**src/rtl/dmem_lsu_ctrl_if.sv**
```systemverilog
// Data-memory request/response bus between the LSU and the memory.
// The LSU is the master; the memory (or its model) is the slave.
interface dmem_lsu_ctrl_if;
  logic        dmem_req;
  logic        dmem_we;
  logic [31:0] dmem_addr;
  logic [3:0]  dmem_wmask;
  logic [31:0] dmem_wdata;
  logic        dmem_ready;
  logic        dmem_rvalid;
  logic [31:0] dmem_rdata;

  modport master (
    output dmem_req,
    output dmem_we,
    output dmem_addr,
    output dmem_wmask,
    output dmem_wdata,
    input  dmem_ready,
    input  dmem_rvalid,
    input  dmem_rdata
  );

  modport slave (
    input  dmem_req,
    input  dmem_we,
    input  dmem_addr,
    input  dmem_wmask,
    input  dmem_wdata,
    output dmem_ready,
    output dmem_rvalid,
    output dmem_rdata
  );
endinterface

```
**src/rtl/dmem_lsu_ctrl.sv**
```systemverilog
// Load/store sequencer between the MEM stage and a handshaked data memory.
// One access in flight; stalls the pipeline until completion or timeout.
module dmem_lsu_ctrl #(
  parameter int TIMEOUT = 64
) (
  input  logic        clk,
  input  logic        rst,
  input  logic        mem_op_valid,
  input  logic        mem_we,
  input  logic [1:0]  mem_size,
  input  logic        mem_unsigned,
  input  logic [31:0] mem_addr,
  input  logic [31:0] mem_wdata,
  output logic        stall,
  output logic        ld_valid,
  output logic [31:0] ld_data,
  output logic        misalign_err,
  output logic        bus_err,
  dmem_lsu_ctrl_if.master dmem
);

  localparam int CW = $clog2(TIMEOUT + 1);

  typedef enum logic [1:0] {
    IDLE,
    REQ,
    WAIT_R,
    DONE
  } state_t;

  state_t      state;
  logic [CW-1:0] cnt;
  logic [1:0]  off_q;
  logic [1:0]  size_q;
  logic        uns_q;

  logic        aligned;
  logic [3:0]  mask_c;
  logic [31:0] wdata_c;
  logic [31:0] shifted;
  logic [31:0] ext_c;
  logic        tmo;

  // Alignment check, byte mask and lane replication of the incoming op
  always_comb begin
    aligned = 1'b0;
    mask_c  = 4'b0000;
    wdata_c = mem_wdata;
    unique case (mem_size)
      2'b00: begin
        aligned = 1'b1;
        mask_c  = 4'b0001 << mem_addr[1:0];
        wdata_c = {4{mem_wdata[7:0]}};
      end
      2'b01: begin
        aligned = ~mem_addr[0];
        mask_c  = mem_addr[1] ? 4'b1100 : 4'b0011;
        wdata_c = {2{mem_wdata[15:0]}};
      end
      2'b10: begin
        aligned = (mem_addr[1:0] == 2'b00);
        mask_c  = 4'b1111;
        wdata_c = mem_wdata;
      end
      default: begin
        aligned = 1'b0;
        mask_c  = 4'b0000;
        wdata_c = mem_wdata;
      end
    endcase
  end

  // Lane extraction and sign/zero extension of the returned word
  always_comb begin
    shifted = dmem.dmem_rdata >> {off_q, 3'b000};
    ext_c   = shifted;
    unique case (size_q)
      2'b00:
        ext_c = {{24{~uns_q & shifted[7]}},
                 shifted[7:0]};
      2'b01:
        ext_c = {{16{~uns_q & shifted[15]}},
                 shifted[15:0]};
      default:
        ext_c = shifted;
    endcase
  end

  assign tmo = (cnt == CW'(TIMEOUT - 1));

  assign stall = ~rst &
    ((state == REQ) | (state == WAIT_R) |
     ((state == IDLE) & mem_op_valid & aligned));

  assign misalign_err = ~rst & (state == IDLE) &
    mem_op_valid & ~aligned;

  // Sequencer: accept, request, wait for data, complete
  always_ff @(posedge clk) begin
    if (rst) begin
      state         <= IDLE;
      cnt           <= '0;
      off_q         <= 2'b00;
      size_q        <= 2'b00;
      uns_q         <= 1'b0;
      ld_valid      <= 1'b0;
      bus_err       <= 1'b0;
      ld_data       <= '0;
      dmem.dmem_req   <= 1'b0;
      dmem.dmem_we    <= 1'b0;
      dmem.dmem_addr  <= '0;
      dmem.dmem_wmask <= 4'b0000;
      dmem.dmem_wdata <= '0;
    end else begin
      ld_valid <= 1'b0;
      bus_err  <= 1'b0;
      unique case (state)
        IDLE: begin
          if (mem_op_valid && aligned) begin
            off_q           <= mem_addr[1:0];
            size_q          <= mem_size;
            uns_q           <= mem_unsigned;
            cnt             <= '0;
            dmem.dmem_req   <= 1'b1;
            dmem.dmem_we    <= mem_we;
            dmem.dmem_addr  <= {mem_addr[31:2], 2'b00};
            dmem.dmem_wmask <= mem_we ? mask_c : 4'b0000;
            dmem.dmem_wdata <= wdata_c;
            state           <= REQ;
          end
        end
        REQ: begin
          cnt <= cnt + CW'(1);
          if (dmem.dmem_ready && dmem.dmem_we) begin
            dmem.dmem_req <= 1'b0;
            ld_valid      <= 1'b1;
            state         <= DONE;
          end else if (tmo) begin
            dmem.dmem_req <= 1'b0;
            ld_valid      <= 1'b1;
            bus_err       <= 1'b1;
            ld_data       <= '0;
            state         <= DONE;
          end else if (dmem.dmem_ready) begin
            dmem.dmem_req <= 1'b0;
            state         <= WAIT_R;
          end
        end
        WAIT_R: begin
          cnt <= cnt + CW'(1);
          if (dmem.dmem_rvalid) begin
            ld_data  <= ext_c;
            ld_valid <= 1'b1;
            state    <= DONE;
          end else if (tmo) begin
            ld_data  <= '0;
            ld_valid <= 1'b1;
            bus_err  <= 1'b1;
            state    <= DONE;
          end
        end
        DONE: begin
          state <= IDLE;
        end
        default: begin
          state <= IDLE;
        end
      endcase
    end
  end

endmodule
```
**src/flat_wrapper.sv**
```systemverilog
// flat-port wrapper written by rule: the top's interface ports become plain ports
module dmem_lsu_ctrl_flat 
#(
  parameter int TIMEOUT = 64
)
  (clk, rst, mem_op_valid, mem_we, mem_size, mem_unsigned, mem_addr, mem_wdata, stall, ld_valid, ld_data, misalign_err, bus_err, dmem_dmem_req, dmem_dmem_we, dmem_dmem_addr, dmem_dmem_wmask, dmem_dmem_wdata, dmem_dmem_ready, dmem_dmem_rvalid, dmem_dmem_rdata);
  dmem_lsu_ctrl_if dmem_i ();
  input  logic clk;
  input  logic rst;
  input  logic mem_op_valid;
  input  logic mem_we;
  input  logic [1:0] mem_size;
  input  logic mem_unsigned;
  input  logic [31:0] mem_addr;
  input  logic [31:0] mem_wdata;
  output logic stall;
  output logic ld_valid;
  output logic [31:0] ld_data;
  output logic misalign_err;
  output logic bus_err;
  output wire logic [$bits(dmem_i.dmem_req)-1:0] dmem_dmem_req;
  output wire logic [$bits(dmem_i.dmem_we)-1:0] dmem_dmem_we;
  output wire logic [$bits(dmem_i.dmem_addr)-1:0] dmem_dmem_addr;
  output wire logic [$bits(dmem_i.dmem_wmask)-1:0] dmem_dmem_wmask;
  output wire logic [$bits(dmem_i.dmem_wdata)-1:0] dmem_dmem_wdata;
  input wire logic [$bits(dmem_i.dmem_ready)-1:0] dmem_dmem_ready;
  input wire logic [$bits(dmem_i.dmem_rvalid)-1:0] dmem_dmem_rvalid;
  input wire logic [$bits(dmem_i.dmem_rdata)-1:0] dmem_dmem_rdata;
  assign dmem_dmem_req = dmem_i.dmem_req;
  assign dmem_dmem_we = dmem_i.dmem_we;
  assign dmem_dmem_addr = dmem_i.dmem_addr;
  assign dmem_dmem_wmask = dmem_i.dmem_wmask;
  assign dmem_dmem_wdata = dmem_i.dmem_wdata;
  assign dmem_i.dmem_ready = dmem_dmem_ready;
  assign dmem_i.dmem_rvalid = dmem_dmem_rvalid;
  assign dmem_i.dmem_rdata = dmem_dmem_rdata;
  dmem_lsu_ctrl #(.TIMEOUT(TIMEOUT)) u_core (.clk(clk), .rst(rst), .mem_op_valid(mem_op_valid), .mem_we(mem_we), .mem_size(mem_size), .mem_unsigned(mem_unsigned), .mem_addr(mem_addr), .mem_wdata(mem_wdata), .stall(stall), .ld_valid(ld_valid), .ld_data(ld_data), .misalign_err(misalign_err), .bus_err(bus_err), .dmem(dmem_i));
endmodule
```
**config.mk**
```make
export PLATFORM = sky130hd
export DESIGN_NAME = dmem_lsu_ctrl_flat
export DESIGN_NICKNAME = d
export VERILOG_FILES = /design/src/rtl/dmem_lsu_ctrl_if.sv /design/src/rtl/dmem_lsu_ctrl.sv /design/src/flat_wrapper.sv
export SDC_FILE = /design/constraint.sdc
export NUM_CORES = 1
export LEC_CHECK = 0
export BUFFER_PORTS_ARGS = -buffer_cell sky130_fd_sc_hd__buf_2
export CORE_MARGIN = 3
export CORE_UTILIZATION = 30
export CTS_CLUSTER_DIAMETER = 50
export CTS_CLUSTER_SIZE = 12
export DETAILED_ROUTE_END_ITERATION = 8
export SYNTH_ARGS = -nofsm -noshare
export SYNTH_HDL_FRONTEND = slang
export SYNTH_SLANG_ARGS = --single-unit
```
**constraint.sdc**
```tcl
create_clock -name clk -period 1.8 [get_ports clk]
set_input_delay 0.18 -clock clk [delete_from_list [all_inputs] [get_ports clk]]
set_output_delay 0.18 -clock clk [all_outputs]
set_load 0.1 [all_outputs]
```
==> run metrics, run 1 <==
WS Path Type=reg -> out; dpl hpwl=12500 um; initial antenna violation count=0; Root Buffer=clkbuf_16; HP Class=in -> reg; Synth Flop Type=dfxtp_1; share of cells above drive strength 1=0.397; CORE AREA=16200 um^2; Setup Viol. Count Final=0; CP max FO=9; Crit. End Element=output port; grt total ovfl=0; CTS Buf Count=17; max cap viols=0; Initial Util=0.312; Fillers=1514; CTS tree=yes; worst clock skew=0.00912 ns; Cell Pwr Density=1360 nW/um^2; Static Leak=3.42 nW; placed cell area=6520 um^2; initial DRC count=243; largest net degree at the start of global routing=43; max-slew violation count=0; VDD IR-drop max=0.000652 V; vias in the first global route=5244; min cycle time layout=1.71 ns; final hold vios=0; GRT Resource Usage Total=0.185; cells after synthesis=513; Port Buf Inserts=208; Ant. Diodes=0; worst skew pair latency=0.41 ns; wire length per cell=17.2 um; Post-synth EDFFs=0; Rel. slew slack=0.571; first-pass GRT wire length=26900 um; Final #Nets=884; clock buffer depth=2; Synth Register Bits=116; clock sink count=116; Die W=136 um; worst-margin pin slew=0.640 ns; vias post-DR=5117; Antenna Violating Nets Remaining=0; number of I/O pins=211; critical path arrival=1.53 ns; Post-Syn Area per Cell=9.85 um^2; die span in y=136 um; vias per cell=5.11; Area Overhead vs Synth=50.9%; f_max=586 MHz; WL final=17200 um; outcome=finished clean; Crit path required time=1.62 ns; sequential share of the synthesized area=0.460; DRC=0; clk slew on worst S/H paths=0.06 ns; final core utilization=0.471; CP startpoint kind=flip-flop; synthesized area=5050 um^2; 1st-pass router iterations=4; warnings from Yosys=0; Final Cell Area=7620 um^2; RSZ-0062 raised after global routing=no; synth unique cells=51; row count=46; RD Place Congestion=0.842; Tcrit/Tclk final=0.947; die area=18400 um^2; H-tree depth=4; async set or reset register ratio after synthesis=0
[layout by cell type (no fill, tap or decap), types with 3 or more instances in the layout]
cell | Yosys | routed
nor2_1 | 23 | 22
o31ai_1 | 4 | 4
clkbuf_16 | 0 | 17
or4_1 | 4 | 4
o2bb2ai_1 | 31 | 31
a21o_1 | 5 | 5
o21ai_0 | 18 | 18
dfxtp_2 | 0 | 5
nand2_1 | 38 | 35
mux2_2 | 12 | 12
nor2b_1 | 6 | 6
dlygate4sd3_1 | 0 | 37
buf_4 | 4 | 32
a211oi_1 | 3 | 3
bufinv_16 | 0 | 5
buf_2 | 18 | 206
inv_1 | 9 | 7
buf_12 | 0 | 6
dfxtp_1 | 116 | 110
a22o_1 | 41 | 41
o211ai_1 | 12 | 12
clkbuf_8 | 0 | 3
a21oi_1 | 52 | 52
mux2i_1 | 29 | 29
a221o_1 | 8 | 8
a211o_1 | 9 | 9
nand3_1 | 9 | 8
o21ai_1 | 5 | 5
nand4_1 | 3 | 3
[path summary, 6_finish.rpt]
path	depth (start not counted)	slack (ns)	from	end
worst min-delay path	3	0.01	mem_wdata[23]	u_core.dmem.dmem_wdata[23]
worst max register to register	6	0.10	u_core.cnt[0]	u_core.ld_data[25]
worst max-delay path	5	0.09	u_core.state[1]	stall
worst min register to register	2	0.45	u_core.dmem.dmem_wmask[1]	u_core.dmem.dmem_wmask[1]
[registers in the layout, indices dropped and copies added, names as in the netlist, 2 cells and up]
signal / cells
u_core.cnt: 7
u_core.dmem.dmem_addr: 30
u_core.dmem.dmem_wdata: 32
u_core.dmem.dmem_wmask: 4
u_core.ld_data: 32
u_core.off_q: 2
u_core.size_q: 2
u_core.state: 2
[repair_timing]
item | CTS | global route
hold endpoints to repair | 37 | 0
hold buffers | 37 | 0
pin swaps | 0 | 5
cloned | 0 | 0
buffers inserted | 1 | 3
endpoints found under the setup margin | 27 | 21
gates resized for setup | 9 | 10
[power by group]
part / internal, mW / leakage, nW / switching (mW)
sequential: 2.83 / 0.945 / 0.177
clock: 2.55 / 0.315 / 1.19
combinational: 0.979 / 2.16 / 2.67
[routing by layer]
metal  vias up  track usage  share of wire
li1       2454            -              -
met1      2431        0.223           0.43
met2       212        0.319           0.48
met3        20       0.0527          0.077
met4         0       0.0571          0.012
met5         -            0              0
[area by class of cell]
cell class / instances / area, um^2 / area share
Inverter: 9 / 36.3 / 0.00476
Sequential cell: 116 / 2330 / 0.306
Clock inverter: 9 / 176 / 0.0231
Tap cell: 216 / 270 / 0.0355
Timing Repair Buffer: 281 / 1760 / 0.231
Multi-Input combinational cell: 349 / 2570 / 0.338
Clock buffer: 21 / 470 / 0.0617
[cells by family after synthesis]
| logic type | Yosys count | share of synthesized area |
|---|---|---|
| AOI/OAI and AO/OA | 199 | 0.286 |
| adders and majority gates | 5 | 0.0124 |
| buffers and inverters | 49 | 0.0468 |
| DFF | 116 | 0.460 |
| muxes | 43 | 0.0931 |
| other | 1 | 0.000742 |
| and+or+nand+nor | 100 | 0.102 |
[worst max-delay path: stages (launching register included)]
cell and delay, ns:
dfxtp_4 0.37, inv_4 0.05, ha_4 0.31, nand2_2 0.11
nand2_4 0.10, buf_12 0.17
[Yosys cell counts (8+ instances only)]
cell type | number | area [um^2]
a221o_1 | 8 | 80.1
mux2_2 | 12 | 135
mux2i_1 | 29 | 290
a211o_1 | 9 | 78.8
dfxtp_1 | 116 | 2320
o211ai_1 | 12 | 90.1
a21oi_1 | 52 | 260
nand3_1 | 9 | 45.0
inv_1 | 9 | 33.8
clkbuf_1 | 14 | 52.6
o2bb2ai_1 | 31 | 272
a22o_1 | 41 | 359
nand2_1 | 38 | 143
o21ai_0 | 18 | 90.1
buf_2 | 18 | 90.1
nor2_1 | 23 | 86.3
[metrics by stage]
stage / instances / setup WS [ns] / total power [mW] / hold WS (ns) / setup TNS [ns]
after floorplan: 514 / 0.00589 / 5.66 / 0.295 / 0
after global placement: 931 / 0.0719 / 6.44 / 0.382 / 0
after detailed placement: 931 / -0.0401 / 6.49 / 0.396 / -0.127
after CTS: 999 / -0.00960 / 10.4 / 0.00117 / -0.00960
after global routing: 1001 / 0.0181 / 10.8 / 0.00423 / 0
final: 1001 / 0.0945 / 10.4 / 0.0135 / 0
No activity file was read; power rests on OpenSTA's default activity.
==> inputs of run 2 (changes only) <==
BUFFER_PORTS_ARGS = -buffer_cell sky130_fd_sc_hd__buf_4   (was -buffer_cell sky130_fd_sc_hd__buf_2)
HOLD_SLACK_MARGIN = 0.06   (was not set)
==> run metrics, run 2 (same netlist as run 1, synthesis figures left out) <==
Crit path required time=1.62 ns; met2 wire len=8400 um; vias in the first global route=5401; placed cell area=7000 um^2; number of I/O pins=211; setup ws final=0.0859 ns; CTS tree=yes; first-pass GRT wire length=27900 um; initial antenna violation count=0; Comb pwr share=0.365; clock sink count=116; largest net degree at the start of global routing=43; Antenna Violating Nets Remaining=0; register share of total power=0.287; share of cells above drive strength 1=0.371; min cycle time layout=1.71 ns; Rel. slew slack=0.576; clock buffer depth=2; final core utilization=0.520; setup TNS=0 ns; f_max=583 MHz; max cap viols=0; dpl hpwl=12700 um; pre-CTS setup slack=-0.0589 ns; Top Registers=u_core.dmem.dmem_wdata: 32 flops, u_core.ld_data: 32 flops, u_core.dmem.dmem_addr: 30 flops; critical path arrival=1.53 ns; fin cells=1032; Net Sw Power=4.02 mW; die area=18400 um^2; met3 wire length=1380 um; Area Overhead vs Synth=66.5%; Top Layer Used=met4; Final Cell Area=8410 um^2; WL final=17600 um; CP max FO=5; 1st-pass router iterations=5; CTS Buf Count=17; HP Class=in -> reg; initial DRC count=368; P_int=6.48 mW; CP startpoint kind=flip-flop; RD Place Congestion=0.834; Setup Buffers After CTS=0; CORE AREA=16200 um^2; wire length per cell=17.1 um; die span in y=136 um; most common cell after layout, fill and taps aside=buf_4; worst hold slack=0.0744 ns; worst-margin pin slew=0.633 ns; Tcrit/Tclk final=0.952; DRC=0; Routed met1 length=7460 um; Final #Nets=913; Cell Pwr Density=1250 nW/um^2; clk slew on worst S/H paths=0.05 ns; Static Leak=3.62 nW; final hold vios=0; worst clock skew=0.0126 ns; outcome=finished clean; Die W=136 um; grt total ovfl=0; Initial Util=0.312; RSZ-0062 raised after global routing=no; DP Cell Count=930; Fillers=1421; vias post-DR=5247; Crit. End Element=output port; Port Buf Inserts=208; Ant. Diodes=0; most frequent cells in the layout=buf_4 (234), dfxtp_1 (112), dlygate4sd3_1 (70); row count=46; switch share=0.383; Setup Viol. Count Final=0; WS Path Type=reg -> out; Root Buffer=clkbuf_16; worst skew pair latency=0.42 ns; VDD IR-drop max=0.000678 V; Clock power frac=0.347; H-tree depth=4; max-slew violation count=0; GRT Resource Usage Total=0.192; vias per cell=5.08; total power=10.5 mW
run 2: changes by cell type in the layout (fill, tap and decap cells not counted), sizes merged:
cell and delta:
clkbuf +2, dlygate4sd3 +33, buf -4
run 2: layer usage:
layer,GRT usage,vias to the layer above
met1,0.233,2484
met3,0.0620,28
met2,0.317,224
met4,0.0739,0
li1,-,2511
met5,0,-
run 2: power by group through the flow:
stage	registers, mW	logic, mW	clock network [mW]
2_1_floorplan	4.53	1.13	0
3_3_place_gp	3.04	3.56	0
3_5_place_dp	3.04	3.59	0
4_1_cts	3.00	3.81	3.71
5_1_grt	3.04	4.04	3.81
6_report	3.02	3.83	3.65
run 2: timing repair:
item | 4_1_cts | 5_1_grt
hold buffers | 70 | 0
pin swaps | 1 | 1
cloned | 0 | 0
endpoints found under the setup margin | 21 | 27
resized for setup | 14 | 6
endpoints found under the hold margin | 70 | 0
run 2: final timing paths:
kind / start / cells past startpoint / slack, ns / end
worst max-delay path: u_core.state[0] / 5 / 0.09 / misalign_err
worst min-delay path: mem_wdata[29] / 3 / 0.07 / u_core.dmem.dmem_wdata[29]
worst max register to register: u_core.off_q[0] / 5 / 0.12 / u_core.ld_data[24]
worst min register to register: u_core.dmem.dmem_wmask[0] / 2 / 0.46 / u_core.dmem.dmem_wmask[0]
run 2: layout make-up:
class / instances / area [um^2] / share of cell area
Multi-Input combinational cell: 349 / 2570 / 0.305
Tap cell: 216 / 270 / 0.0321
Sequential cell: 116 / 2330 / 0.277
Inverter: 9 / 33.8 / 0.00402
Timing Repair Buffer: 310 / 2580 / 0.306
Clock inverter: 9 / 176 / 0.0210
Clock buffer: 23 / 458 / 0.0544
run 2: critical path, cell delays in order (launching register included):
cell,delay [ns]
dfxtp_2,0.33
inv_2,0.10
ha_4,0.19
nand2_4,0.09
nor3_4,0.20
buf_12,0.21
==> inputs of run 3 (changes only) <==
CORE_UTILIZATION = 37   (was 30)
PLACE_DENSITY = 0.67   (was not set)
==> run metrics, run 3 (same netlist as run 1, synthesis figures left out) <==
worst clock skew=0.00649 ns; Antenna Violating Nets Remaining=0; clock sink count=116; CTS tree=yes; initial DRC count=352; clock buffer depth=2; worst hold slack=0.0992 ns; worst-margin pin slew=0.750 ns; Crit path required time=2.15 ns; max cap viols=0; RSZ-0062 raised after global routing=yes; Die W=123 um; Final Cell Area=8310 um^2; WL final=17600 um; Tcrit/Tclk final=0.970; Root Buffer=clkbuf_16; cell mode on critical path=buf_4; clk slew on worst S/H paths=0.05 ns; Setup Buffers After CTS=0; 1st-pass router iterations=5; WS Path Type=reg -> reg; max incr delay on CP=0.53 ns; dpl hpwl=11900 um; placed cell area=6970 um^2; DRC=0; outcome=finished clean; Rel. slew slack=0.499; vias post-DR=5236; most frequent cells in the layout=buf_4 (235), dfxtp_1 (112), dlygate4sd3_1 (72); vias in the first global route=5173; initial antenna violation count=0; Fillers=1019; HP Class=in -> reg; Crit. End Element=flip-flop; H-tree depth=4; max-slew violation count=0; Area Overhead vs Synth=64.5%; critical path arrival=2.09 ns; Buf/Inv on CP=4; Final #Nets=918; Setup Viol. Count Final=0; Static Leak=3.60 nW; total power=10.0 mW; largest net degree at the start of global routing=39; Ant. Diodes=0; most common cell after layout, fill and taps aside=buf_4; final core utilization=0.625; GRT Resource Usage Total=0.228; CP max FO=8; CTS Buf Count=17; number of I/O pins=211; Top Registers=u_core.dmem.dmem_wdata: 32 flops, u_core.ld_data: 32 flops, u_core.dmem.dmem_addr: 30 flops; VDD IR-drop max=0.000888 V; CP startpoint kind=flip-flop; worst skew pair latency=0.41 ns; die area=15100 um^2; crit-path cells=inv_2, ha_4, buf_4, inv_1, a211oi_1, buf_4, or4_1, a21oi_2; die span in y=123 um; final hold vios=0; Initial Util=0.380; f_max=573 MHz; setup ws final=0.0536 ns; Cell Pwr Density=1210 nW/um^2; grt total ovfl=0; vias per cell=5.26; first-pass GRT wire length=26600 um; Port Buf Inserts=208; pre-CTS setup slack=-0.242 ns; wire length per cell=17.7 um; min cycle time layout=1.75 ns; delay-heaviest family, CP=simple AND/OR/NAND/NOR gates; CORE AREA=13300 um^2; share of cells above drive strength 1=0.376; RD Place Congestion=0.828; row count=42; Slowest-stage cell, CP=or4_1
==> run 3: cell count changes in the layout (fill, tap and decap cells not counted), moves of 2 or more <==
cell,previous run,this run
ha_2,0,2
dlygate4sd3_1,70,72
clkinv_2,2,4
clkbuf_8,1,4
bufinv_16,5,1
==> run 3: area by class of cell <==
cell class | instances | area [um^2] | area share
timing repair buffer | 314 | 2610 | 0.314
multi-input combinational | 350 | 2570 | 0.310
sequential | 116 | 2330 | 0.280
clock buffer | 25 | 495 | 0.0596
tap | 176 | 220 | 0.0265
clock inverter | 5 | 50.0 | 0.00602
inverter | 9 | 33.8 | 0.00406
==> run 3: worst min-delay path: cells and delay by family <==
kind / cells / cell delay [ns]
AOI/OAI and AO/OA: 1 / 0.13
buffers and inverters: 1 / 0.09
muxes: 1 / 0.08
==> run 3: timing repair <==
item	in CTS	in global routing
endpoints found under the setup margin	78	31
hold buffers	72	0
hold endpoints to repair	72	0
gates cloned	1	0
pin swaps	0	3
resized for setup	9	13
==> run 3: final timing paths <==
kind / cells past startpoint / end / slack [ns] / startpoint
setup / recovery: 8 / u_core.cnt[4] / 0.05 / u_core.state[0]
hold / removal: 3 / u_core.dmem.dmem_wdata[11] / 0.1 / mem_wdata[11]
setup reg to reg: 8 / u_core.cnt[4] / 0.05 / u_core.state[0]
hold reg to reg: 2 / u_core.dmem.dmem_wdata[24] / 0.46 / u_core.dmem.dmem_wdata[24]
==> run 3: metrics by stage <==
step	std cells	setup TNS [ns]
2_1_floorplan	514	0
3_3_place_gp	892	-7.52
3_5_place_dp	892	-11.94
4_1_cts	995	-0.0126
5_1_grt	995	-0.00565
6_report	995	0
==> run 3: layer usage <==
layer	share of wire	track usage	wire length, um
met5	0	0	0
met4	0.023	0.0931	401
met3	0.095	0.0959	1680
met2	0.48	0.370	8410
met1	0.40	0.265	7130
==> run 3: where the power goes <==
part | switching (mW) | internal [mW]
Clock | 1.10 | 2.01
Sequential | 0.179 | 2.83
Combinational | 2.72 | 1.21
